`src/rtl/wb_host_master.sv`:
```
// Wishbone classic single-transfer initiator: one command in, one cyc/stb cycle
// on the bus, one response (read data or timeout error) out.
module wb_host_master #(
  parameter int unsigned ADDR_W  = 32,
  parameter int unsigned DATA_W  = 32,
  parameter int unsigned TIMEOUT = 255
) (
  input  logic                wb_clk_i,
  input  logic                wb_rst_i,
  input  logic                cmd_valid,
  output logic                cmd_ready,
  input  logic                cmd_we,
  input  logic [ADDR_W-1:0]   cmd_adr,
  input  logic [DATA_W-1:0]   cmd_dat,
  input  logic [DATA_W/8-1:0] cmd_sel,
  output logic                rsp_valid,
  input  logic                rsp_ready,
  output logic [DATA_W-1:0]   rsp_dat,
  output logic                rsp_err,
  output logic                wbm_cyc_o,
  output logic                wbm_stb_o,
  output logic                wbm_we_o,
  output logic [DATA_W/8-1:0] wbm_sel_o,
  output logic [ADDR_W-1:0]   wbm_adr_o,
  output logic [DATA_W-1:0]   wbm_dat_o,
  input  logic                wbm_ack_i,
  input  logic [DATA_W-1:0]   wbm_dat_i,
  output logic                busy
);

  localparam int unsigned SEL_W = DATA_W / 8;
  localparam int unsigned CNT_W = $clog2(TIMEOUT + 1);

  localparam logic [1:0] ST_IDLE = 2'd0;
  localparam logic [1:0] ST_BUS  = 2'd1;
  localparam logic [1:0] ST_RESP = 2'd2;

  logic [1:0]        state, state_d;
  logic [CNT_W-1:0]  cnt, cnt_d;
  logic              cyc_d, we_d, rsp_valid_d, rsp_err_d;
  logic [SEL_W-1:0]  sel_d;
  logic [ADDR_W-1:0] adr_d;
  logic [DATA_W-1:0] dat_d, rsp_dat_d;

  // Ready depends only on state (and reset), never on cmd_valid.
  assign cmd_ready = (state == ST_IDLE) & ~wb_rst_i;

  // Next-state and next-output logic.
  always_comb begin
    state_d     = state;
    cnt_d       = cnt;
    cyc_d       = wbm_cyc_o;
    we_d        = wbm_we_o;
    sel_d       = wbm_sel_o;
    adr_d       = wbm_adr_o;
    dat_d       = wbm_dat_o;
    rsp_valid_d = rsp_valid;
    rsp_dat_d   = rsp_dat;
    rsp_err_d   = rsp_err;
    case (state)
      ST_IDLE: begin
        if (cmd_valid && cmd_ready) begin
          cyc_d   = 1'b1;
          we_d    = cmd_we;
          sel_d   = cmd_sel;
          adr_d   = cmd_adr;
          dat_d   = cmd_dat;
          cnt_d   = '0;
          state_d = ST_BUS;
        end
      end
      ST_BUS: begin
        // Ack takes priority over a timeout landing in the same cycle.
        if (wbm_ack_i || (cnt == CNT_W'(TIMEOUT - 1))) begin
          cyc_d       = 1'b0;
          we_d        = 1'b0;
          sel_d       = '0;
          adr_d       = '0;
          dat_d       = '0;
          rsp_valid_d = 1'b1;
          rsp_err_d   = ~wbm_ack_i;
          rsp_dat_d   = (wbm_ack_i && !wbm_we_o) ? wbm_dat_i : '0;
          state_d     = ST_RESP;
        end else begin
          cnt_d = cnt + CNT_W'(1);
        end
      end
      ST_RESP: begin
        if (rsp_ready) begin
          rsp_valid_d = 1'b0;
          state_d     = ST_IDLE;
        end
      end
      default: state_d = ST_IDLE;
    endcase
  end

  // State and registered outputs.
  always_ff @(posedge wb_clk_i) begin
    if (wb_rst_i) begin
      state     <= ST_IDLE;
      cnt       <= '0;
      wbm_cyc_o <= 1'b0;
      wbm_stb_o <= 1'b0;
      wbm_we_o  <= 1'b0;
      wbm_sel_o <= '0;
      wbm_adr_o <= '0;
      wbm_dat_o <= '0;
      rsp_valid <= 1'b0;
      rsp_dat   <= '0;
      rsp_err   <= 1'b0;
      busy      <= 1'b0;
    end else begin
      state     <= state_d;
      cnt       <= cnt_d;
      wbm_cyc_o <= cyc_d;
      wbm_stb_o <= cyc_d;
      wbm_we_o  <= we_d;
      wbm_sel_o <= sel_d;
      wbm_adr_o <= adr_d;
      wbm_dat_o <= dat_d;
      rsp_valid <= rsp_valid_d;
      rsp_dat   <= rsp_dat_d;
      rsp_err   <= rsp_err_d;
      busy      <= (state_d != ST_IDLE);
    end
  end

endmodule

```
`config.mk`:
```
export PLATFORM = sky130hd
export DESIGN_NAME = wb_host_master
export DESIGN_NICKNAME = d
export VERILOG_FILES = /design/src/rtl/wb_host_master.sv
export SDC_FILE = /design/constraint.sdc
export NUM_CORES = 1
export LEC_CHECK = 0
export BUFFER_PORTS_ARGS = -buffer_cell sky130_fd_sc_hd__buf_4
export CAP_MARGIN = 20
export CORE_MARGIN = 3
export CORE_UTILIZATION = 35
export CTS_BUF_LIST = sky130_fd_sc_hd__clkbuf_4
export CTS_CLUSTER_SIZE = 16
export DETAILED_ROUTE_END_ITERATION = 6
export GPL_TIMING_DRIVEN = 0
export PLACE_DENSITY = 0.67
export SYNTH_ARGS = -nofsm -noshare
export SYNTH_HDL_FRONTEND = slang
export SYNTH_SLANG_ARGS = --single-unit
```
`constraint.sdc`:
```
create_clock -name wb_clk_i -period 1.45 [get_ports wb_clk_i]
set_input_delay 0.2175 -clock wb_clk_i [delete_from_list [all_inputs] [get_ports wb_clk_i]]
set_output_delay 0.2175 -clock wb_clk_i [all_outputs]
set_load 0.005 [all_outputs]
```
==> out/results.tsv <==
metric	value	unit
Static Leak	3.60	nW
initial antenna violation count	0	
hpwl dp	9740	um
complex-gate fraction of the synthesized area	27.0	%
highest net fanout along the worst path	6	
vias per inst	5.06	
drt total wl	17000	um
RSZ-0062 raised after global routing	yes	
GR Overflow Total	0	
xor/xnor share of the synthesized area	0.211	%
DR vias	5018	
worst skew pair latency	540	ps
synth warn	0	
Iteration-0 DRC Markers	230	
register area share after synthesis	55.5	%
PD cells	934	nW/um2
mux cell area share after synthesis	0.512	%
Max IR drop VDD	0.729	mV
Worst Setup End Kind	flip-flop	
clk sinks	115	
die area	13200	um2
Final #Nets	942	
relative slew slack	57.5	%
largest family of logic cells by synthesized area	compound AO/OA/AOI/OAI gates	
Worst Setup SP	state[1]$_SDFF_PP0_	
FP Rows	39	
failing checks	negative setup slack	
# port buffers	212	
MaxCap Viol Count	0	
Yosys top cell by area	dfxtp_1	
outcome	complete, but fails checks	
PnR worst setup slack	-156	ps
Tcrit/Tclk final	111	%
Global Route Usage Sum	24.6	%
post-synthesis sequential element count	115	
post-synth cell types	42	
syn avg cell area	9.02	um2
Worst-path clk slew	120	ps
Least-Margin Pin Slew	637	ps
DIE WIDTH	115	um
reg-to-reg critical path startpoint	state[1]$_SDFF_PP0_	
Startpoint Class	flip-flop	
Post-Synthesis Cells	460	
Post-Synth Adder-Cell Area	0.603	%
placed insts	815	
setup TNS	-9390	ps
setup violators final	109	
wire per inst	17.2	um
WP data arrival	2090	ps
Critical Path RT	1940	ps
H-Tree Depth	4	
Worst Skew	15.7	ps
area added between synthesis and finish	104	%
Post-Syn Nets	568	
CTS Root Buffer Type	clkbuf_4	
dpl ws	-492	ps
Max Slew Vio Count	0	
final hold vios	0	
WS Path Type	flip-flop to flip-flop	
Finished Layout Cells	992	
Synth Area in Simple Gates	11.5	%
cts bufs inserted	17	
R2R setup slack	-160	ps
Hold Path Class	input port to flip-flop	
Die Span Y	115	um
clock tree buffer depth	2	
Initial Utilization	36.0	%
Hold Path Origin	wb_rst_i	
Synth top area share	55.5	%
gpl congestion	0.745	
# IOs	213	
max frequency	623	MHz
Placeable Area	11500	um2
largest net degree at the start of global routing	17	
Mapped Area	4150	um2
TritonCTS clock tree	built	
Period minus WS final	1610	ps
Total Power	7.90	mW
first-pass GRT wire length	25700	um
number of global-route vias before repair	5100	
cells taking the most area after synthesis	dfxtp_1 55%, a21oi_1 9.4%, o21ai_0 8.2%	
First-pass DRT Iterations	4	
layout cells sized above 1	49.2	%
DRT antenna net count	0	
DRC Markers	0	
## synth_stat cells
library cell / n
mux2i_1: 1
a22o_1: 32
o211ai_1: 2
o21ai_1: 4
o21ai_0: 68
a211oi_1: 2
nand4_4: 1
o21ai_2: 1
nand2b_1: 1
clkbuf_2: 1
nor3_2: 1
o21bai_1: 1
a21oi_1: 78
xor2_1: 1
nor3_1: 1
nor4b_2: 1
dfxtp_1: 115
or2_2: 1
or3_2: 1
inv_1: 3
nor3b_2: 1
o211a_1: 1
nor2_2: 1
or4_1: 3
mux2_2: 1
buf_2: 17
nor2_1: 6
or3_1: 1
nand3b_1: 1
nor2b_1: 1
nor3b_1: 1
nand4_1: 1
clkbuf_1: 22
or2_0: 1
nand2_1: 75
or3b_2: 1
o21ba_2: 1
ha_1: 2
buf_4: 2
a21boi_0: 1
o31ai_1: 2
nand3_1: 2
## cell families (layout without fill, tap and decap cells)
kind of cell               after synthesis  after routing
and+or+nand+nor                        102            102
DFF                                    115            115
muxes                                    2              2
buffers and inverters                   45            431
adders and majority gates                2              2
other                                    0              2
xor gates and xnor gates                 1              1
AOI/OAI and AO/OA                      193            194
## timing repair
| action | CTS | global route |
|---|---|---|
| endpoints found under the hold margin | 105 | 0 |
| pin swaps | 41 | 23 |
| cloned | 8 | 2 |
| hold buffers | 104 | 0 |
| buffers inserted | 24 | 8 |
| gates resized for setup | 206 | 57 |
| setup endpoints to repair | 112 | 111 |
## path summary, 6_finish.rpt
kind,end,cells after the start
max,cnt[3]$_SDFFE_PP0P_,6
min,cnt[3]$_SDFFE_PP0P_,6
max reg2reg,cnt[3]$_SDFFE_PP0P_,6
min reg2reg,wbm_adr_o[22]$_SDFFE_PP0P_,2
## cells in the final DEF (no fill, tap or decap), types with 3 or more instances in the layout
master,instances
a21oi_2,8
dfxtp_2,3
o21ai_1,10
bufinv_16,6
dlygate4sd3_1,104
o21ai_2,53
buf_8,5
dfxtp_1,107
nor2_1,5
a22o_1,32
clkbuf_1,7
clkbuf_16,6
o21ai_4,8
nand2_1,74
buf_6,24
dfxtp_4,5
buf_4,237
clkinv_4,6
a21oi_1,70
clkbuf_4,22
## sequential cells by signal (all words and copies together) (netlist names), 2 cells and up
register and flops:
cnt 8, state 2, rsp_dat 32, wbm_adr_o 32
wbm_dat_o 32, wbm_sel_o 4
## layout make-up
class | instances | area, um2
fill | 768 | 3070
timing repair buffer | 357 | 3040
sequential | 115 | 2320
multi-input combinational | 301 | 2080
buffer | 39 | 432
clock inverter | 15 | 256
tap | 143 | 179
clock buffer | 17 | 128
inverter | 3 | 11.3
antenna | 2 | 5.00
## per-stage QoR
stage          area (um2)  utilization [%]  hold slack [ps]
2_1_floorplan        4180                -              314
3_3_place_gp         5950             51.7              438
3_5_place_dp         5950             51.7              438
4_1_cts              8170             70.9              206
5_1_grt              8450             73.3              295
6_report             8450             73.4              310
## critical path: stages (launching register included)
cell,delay [ps]
dfxtp_4,400
buf_6,130
nor2b_4,200
buf_6,120
nand4_1,120
or4_1,520
nand2_1,70
## routing by layer
metal | wire [um] | global-route usage, % | up-vias
met5 | 0 | 0 | -
met1 | 6480 | 27.2 | 2371
li1 | - | - | 2385
met3 | 1200 | 7.79 | 46
met4 | 449 | 9.55 | 0
met2 | 8890 | 43.9 | 216
## where the power goes
part	switching (mW)	internal [mW]	leakage (nW)	total (mW)
clock network	1.37	1.73	0.193	3.10
logic	0.589	0.844	2.47	1.43
registers	0.0888	3.27	0.941	3.36
total	2.04	5.85	3.60	7.90
No activity file was read; power rests on OpenSTA's default activity.
